<file path="config.mk">
export PLATFORM = sky130hd
export DESIGN_NAME = muldiv_unit_flat
export DESIGN_NICKNAME = d
export VERILOG_FILES = /design/src/rtl/muldiv_if.sv /design/src/rtl/muldiv_unit.sv /design/src/flat_wrapper.sv
export SDC_FILE = /design/constraint.sdc
export NUM_CORES = 1
export LEC_CHECK = 0
export ABC_AREA = 1
export CAP_MARGIN = 20
export CORE_MARGIN = 2
export CORE_UTILIZATION = 45
export DETAILED_ROUTE_END_ITERATION = 7
export PLACE_DENSITY = 0.63
export SYNTH_ARGS = -nofsm -noshare
export SYNTH_HDL_FRONTEND = slang
export SYNTH_SLANG_ARGS = --single-unit
</file>
<file path="constraint.sdc">
create_clock -name clk -period 3.1 [get_ports clk]
set_input_delay 0.775 -clock clk [delete_from_list [all_inputs] [get_ports clk]]
set_output_delay 0.775 -clock clk [all_outputs]
set_load 0.02 [all_outputs]
</file>
<file path="src/rtl/muldiv_if.sv">
// Handshake and result bus between the CPU control and the multiply/divide unit.
interface muldiv_if #(
  parameter int unsigned WIDTH = 32
);
  logic             start;
  logic [1:0]       op;
  logic [WIDTH-1:0] a;
  logic [WIDTH-1:0] b;
  logic             busy;
  logic             done;
  logic             div_zero;
  logic [WIDTH-1:0] hi;
  logic [WIDTH-1:0] lo;

  modport master (
    output start, op, a, b,
    input  busy, done, div_zero, hi, lo
  );

  modport slave (
    input  start, op, a, b,
    output busy, done, div_zero, hi, lo
  );
endinterface

</file>
<file path="src/rtl/muldiv_unit.sv">
// Iterative signed/unsigned multiply and divide sharing one 2*WIDTH shift datapath.
// Owns the HI/LO result registers; one bit of work per RUN cycle.
module muldiv_unit #(
  parameter int unsigned WIDTH = 32
) (
  input logic     clk,
  input logic     reset,
  muldiv_if.slave bus
);

  localparam int unsigned CW = $clog2(WIDTH + 1);

  localparam logic [2:0] StIdle = 3'd0;
  localparam logic [2:0] StPrep = 3'd1;
  localparam logic [2:0] StRun  = 3'd2;
  localparam logic [2:0] StFix  = 3'd3;
  localparam logic [2:0] StDone = 3'd4;

  logic [2:0]         state_q, state_d;
  logic [1:0]         op_q, op_d;
  logic [WIDTH-1:0]   b_q, b_d;
  logic [2*WIDTH-1:0] acc_q, acc_d;
  logic [CW-1:0]      cnt_q, cnt_d;
  logic               neg_res_q, neg_res_d;
  logic               neg_rem_q, neg_rem_d;
  logic [WIDTH-1:0]   hi_q, hi_d;
  logic [WIDTH-1:0]   lo_q, lo_d;
  logic               busy_q, done_q, div_zero_q, div_zero_d;

  logic               is_div, is_signed, a_neg, b_neg;
  logic [WIDTH-1:0]   a_mag, b_mag, rem, quo;
  logic [WIDTH:0]     mul_sum, rem_sh, diff;
  logic [2*WIDTH-1:0] mul_next, div_next;

  assign is_div    = op_q[1];
  assign is_signed = ~op_q[0];

  // In PREP the raw dividend/multiplicand still sits in the low half of acc_q.
  assign a_neg = is_signed & acc_q[WIDTH-1];
  assign b_neg = is_signed & b_q[WIDTH-1];
  assign a_mag = a_neg ? -acc_q[WIDTH-1:0] : acc_q[WIDTH-1:0];
  assign b_mag = b_neg ? -b_q : b_q;

  assign mul_sum  = {1'b0, acc_q[2*WIDTH-1:WIDTH]} + (acc_q[0] ? {1'b0, b_q} : {(WIDTH+1){1'b0}});
  assign mul_next = {mul_sum, acc_q[WIDTH-1:1]};

  // Remainder stays below the divisor, so bit WIDTH of diff is a clean borrow.
  assign rem_sh   = acc_q[2*WIDTH-1:WIDTH-1];
  assign diff     = rem_sh - {1'b0, b_q};
  assign div_next = diff[WIDTH] ? {rem_sh[WIDTH-1:0], acc_q[WIDTH-2:0], 1'b0}
                                : {diff[WIDTH-1:0], acc_q[WIDTH-2:0], 1'b1};

  assign rem = acc_q[2*WIDTH-1:WIDTH];
  assign quo = acc_q[WIDTH-1:0];

  always_comb begin
    state_d    = state_q;
    op_d       = op_q;
    b_d        = b_q;
    acc_d      = acc_q;
    cnt_d      = cnt_q;
    neg_res_d  = neg_res_q;
    neg_rem_d  = neg_rem_q;
    hi_d       = hi_q;
    lo_d       = lo_q;
    div_zero_d = 1'b0;
    case (state_q)
      StIdle: begin
        if (bus.start) begin
          state_d = StPrep;
          op_d    = bus.op;
          b_d     = bus.b;
          acc_d   = {{WIDTH{1'b0}}, bus.a};
        end
      end
      StPrep: begin
        neg_res_d = a_neg ^ b_neg;
        neg_rem_d = a_neg;
        b_d       = b_mag;
        acc_d     = {{WIDTH{1'b0}}, a_mag};
        cnt_d     = CW'(WIDTH);
        if (is_div && (b_q == '0)) begin
          state_d    = StDone;
          div_zero_d = 1'b1;
        end else begin
          state_d = StRun;
        end
      end
      StRun: begin
        acc_d = is_div ? div_next : mul_next;
        cnt_d = cnt_q - CW'(1);
        if (cnt_q == CW'(1)) state_d = StFix;
      end
      StFix: begin
        if (is_div) begin
          hi_d = neg_rem_q ? -rem : rem;
          lo_d = neg_res_q ? -quo : quo;
        end else begin
          {hi_d, lo_d} = neg_res_q ? -acc_q : acc_q;
        end
        state_d = StDone;
      end
      StDone:  state_d = StIdle;
      default: state_d = StIdle;
    endcase
  end

  always_ff @(posedge clk) begin
    if (reset) begin
      state_q    <= StIdle;
      op_q       <= '0;
      b_q        <= '0;
      acc_q      <= '0;
      cnt_q      <= '0;
      neg_res_q  <= 1'b0;
      neg_rem_q  <= 1'b0;
      hi_q       <= '0;
      lo_q       <= '0;
      busy_q     <= 1'b0;
      done_q     <= 1'b0;
      div_zero_q <= 1'b0;
    end else begin
      state_q    <= state_d;
      op_q       <= op_d;
      b_q        <= b_d;
      acc_q      <= acc_d;
      cnt_q      <= cnt_d;
      neg_res_q  <= neg_res_d;
      neg_rem_q  <= neg_rem_d;
      hi_q       <= hi_d;
      lo_q       <= lo_d;
      busy_q     <= (state_d != StIdle);
      done_q     <= (state_d == StDone);
      div_zero_q <= div_zero_d;
    end
  end

  assign bus.busy     = busy_q;
  assign bus.done     = done_q;
  assign bus.div_zero = div_zero_q;
  assign bus.hi       = hi_q;
  assign bus.lo       = lo_q;

endmodule

</file>
<file path="src/flat_wrapper.sv">
// flat-port wrapper written by rule: the top's interface ports become plain ports
module muldiv_unit_flat 
#(
  parameter int unsigned WIDTH = 32
)
  (clk, reset, bus_start, bus_op, bus_a, bus_b, bus_busy, bus_done, bus_div_zero, bus_hi, bus_lo);
  muldiv_if #(.WIDTH(WIDTH)) bus_i ();
  input logic clk;
  input logic reset;
  input wire logic [$bits(bus_i.start)-1:0] bus_start;
  input wire logic [$bits(bus_i.op)-1:0] bus_op;
  input wire logic [$bits(bus_i.a)-1:0] bus_a;
  input wire logic [$bits(bus_i.b)-1:0] bus_b;
  output wire logic [$bits(bus_i.busy)-1:0] bus_busy;
  output wire logic [$bits(bus_i.done)-1:0] bus_done;
  output wire logic [$bits(bus_i.div_zero)-1:0] bus_div_zero;
  output wire logic [$bits(bus_i.hi)-1:0] bus_hi;
  output wire logic [$bits(bus_i.lo)-1:0] bus_lo;
  assign bus_i.start = bus_start;
  assign bus_i.op = bus_op;
  assign bus_i.a = bus_a;
  assign bus_i.b = bus_b;
  assign bus_busy = bus_i.busy;
  assign bus_done = bus_i.done;
  assign bus_div_zero = bus_i.div_zero;
  assign bus_hi = bus_i.hi;
  assign bus_lo = bus_i.lo;
  muldiv_unit #(.WIDTH(WIDTH)) u_core (.clk(clk), .reset(reset), .bus(bus_i));
endmodule
</file>
==> flow_summary.ini <==
[clock_network]
cts_buffer_depth = 2
cts_sinks = 176
htreeDepth = 4
post_cts_resized = 0
cts_buffers = 17
cts_tree = built
cts_hold_buffers = 0
clock_latency_ns = 0.47
post-cts-setup-buffers = 0
cts-root-buf = clkbuf_16
path_clk_slew_ns = 0.08

[synthesis]
ys_async_sr_fraction_pct = 0
synth.distinct_cells = 47
avgSynthCellArea_um2 = 5.70
synth_edf_count = 0
yosys_warnings = 0
syn-num-nets = 2997
synth.most_common_cell = nand2_1
syn_area_um2 = 16300
synthCells = 2857
synth.area.top_cells = dfxtp_1 22%, nand2_1 19%, inv_1 8.8%
synth_seq_area_share_pct = 21.6
synthTopCellsByCount = 809 x nand2_1, 380 x inv_1, 305 x nor2_1
yosys_most_used_dff = dfxtp_1
synth-seq-cells = 176
yosys.area.top_type_share_pct = 21.6
synth_top_cell_by_area = dfxtp_1

[run]
maxCapViolCount = 0

[power]
power_frac_comb_pct = 38.6
p_sw_mw = 3.46
p_sw_share_pct = 43.6
power_frac_seq_pct = 33.3
leakage_nw = 8.74
power.density_nw_per_um2 = 422
clkPwrFrac_pct = 28.1
vdd_drop_max_mv = 0.435
intPower_mw = 4.47
finalPower_mw = 7.94

[timing]
tightest_slew_ns = 0.956
fmax_mhz = 339
finalSetupTns_ns = 0
fin_crit_sh_pct = 95.2
setup_viol = 0
fin_worst_skew_ns = 0.0155
hold_viol = 0
fin_crit_ns = 2.95
relSlewSlack_pct = 36.2
grt_setup_unrepaired = no
finalMaxSlewViolations = 0
holdWs_ns = 0.467

[setup_path]
startpoint_type = flop
r2r_slack_ns = 0.15
path_delay_family = simple AND/OR/NAND/NOR gates
path_class = reg -> reg
startpoint = u_core.b_q[9]
critPathArrivalTime_ns = 3.33
cp_cell_sequence = inv_1, ha_1, nand2_1, nor2_2, nand2_1, clkinv_1, nand2_2, nand2_2, nand2_1, nand2_1, nand2_1, nand2_2, buf_4, nand3_1, nand3_1, nand2_1, a21oi_1
reg2reg_to = u_core.acc_q[57]
end_kind = flop
crit_cells = 17
cp_slowest_stage_delay_ns = 0.58
crit_path_max_fanout = 18
crit_buf_inv = 3
crit_path_frequent_cell = nand2_1
slowest_stage = dfxtp_1
worstPathRequired_ns = 3.48
reg2reg_from = u_core.b_q[9]
reg2regPathDepth = 17

[floorplanning]
initial_core_util_pct = 45.7
io_pins = 136
die_x_um = 194
rows = 69
die_h_um = 194
core_um2 = 35700
die-area_um2 = 37700

[routing]
vias = 19200
drt-total-wl_um = 64700
drtIter0Drc = 2084
postRouteAntennaNets = 0
dr.pass1.iters = 8
viasPerCell = 5.61
avgRoutedWirePerCell_um = 18.9
drcViolationCount = 5

[place]
hpwl_um = 50500
io_buffer_count = 135
gp_congestion = 0.961

[global_route]
grt_util_met3_pct = 7.06
met2_usage_pct = 48.6
grt_pass1_wl_um = 100000
grt_pass1_vias = 17600
grt_use_total_pct = 33.9
grt_most_used_layer = met1
grt_start_max_net_pins = 79
use_met1_pct = 50.1
antenna_found_initial = 1
grt.overflow.total = 0

[outcome]
violations = design-rule violations
outcome = complete, but fails checks

[cells_and_area]
layout.nets = 3086
drive_gt1_share_pct = 4.56
syn_to_final_growth_pct = 15.4
fillers = 3839

[min_path]
hold_class = reg -> reg
min-delay-start = u_core.bus.lo[22]
hold_path_end = u_core.bus.lo[22]
hold_depth = 2
registers in the layout, summed over array words and instances, names as in the netlist:
name,count
u_core.b_q,32
u_core.acc_q,64
u_core.bus.done,1
u_core.state_q,3
u_core.bus.hi,32
u_core.neg_rem_q,1
u_core.bus.div_zero,1
u_core.neg_res_q,1
u_core.bus.lo,32
u_core.cnt_q,6
u_core.bus.busy,1
u_core.op_q,2
layout make-up:
cell class / instances / area [um^2] / share of cell area (%)
Multi-Input combinational cell: 2171 / 10800 / 57.6
Sequential cell: 176 / 3530 / 18.8
Inverter: 388 / 1460 / 7.75
Clock buffer: 18 / 439 / 2.34
Timing Repair Buffer: 192 / 1810 / 9.65
Clock inverter: 14 / 151 / 0.805
Antenna cell: 1 / 2.50 / 0.0133
Tap cell: 461 / 577 / 3.07
placed cells by master, fill, tap and decap left out, drive strengths merged, types with 29 or more instances in the layout:
cell and count:
nand3 204, inv 391, nand2 814, a41oi 30
nor2 317, a21oi 250, clkdlybuf4s50 134, buf 58
dfxtp 176, nor3 37, ha 69, xor2 80
nand4 29, o21ai 232
worst register-to-register path, cell delays in order, from the launching register on:
cell,delay (ns)
dfxtp_1,0.58
inv_1,0.24
ha_1,0.40
nand2_1,0.10
nor2_2,0.19
nand2_1,0.12
clkinv_1,0.07
nand2_2,0.05
nand2_2,0.09
nand2_1,0.08
nand2_1,0.06
nand2_1,0.07
nand2_2,0.07
buf_4,0.24
nand3_1,0.20
nand3_1,0.12
nand2_1,0.05
a21oi_1,0.14
per-layer routing:
layer  wire length, um  part of all wire [%]
met1             30300                    47
met3              6390                   9.9
met5                 0                     0
met2             26100                    40
met4              1920                   3.0
power by group through the flow:
| stage | clock network, mW | registers [mW] | logic, mW |
|---|---|---|---|
| global route | 2.33 | 2.66 | 3.40 |
| detailed placement | 0 | 2.68 | 2.98 |
| floorplan | 0 | 2.62 | 2.09 |
| finish | 2.23 | 2.64 | 3.06 |
| global placement | 0 | 2.68 | 2.97 |
| CTS | 2.25 | 2.63 | 3.00 |
metrics by stage:
step	utilization, %	instance area, um^2	setup WS (ns)	instances
2_1_floorplan	-	16300	0.523	2857
3_3_place_gp	51.0	18200	0.0518	3387
3_5_place_dp	51.0	18200	0.0685	3387
4_1_cts	52.7	18800	0.224	3419
5_1_grt	52.7	18800	0.00423	3421
6_report	52.7	18800	0.149	3421
worst max-delay path by stage:
stage	endpoint
finish	u_core.acc_q[57]
global route	u_core.acc_q[57]
CTS	u_core.acc_q[57]
detailed placement	u_core.b_q[1]
global placement	u_core.b_q[23]
floorplan	u_core.acc_q[53]
logic make-up after synthesis:
logic type / Yosys count / synth area share (%)
AND/OR/NAND/NOR: 1431 / 36.4
AO/OA/AOI/OAI: 576 / 19.4
buffers and inverters: 510 / 12.0
flip-flops: 176 / 21.6
XOR/XNOR: 93 / 5.00
adder cells (fa/ha/maj): 71 / 5.54
Power figures use the tool's default switching activity.
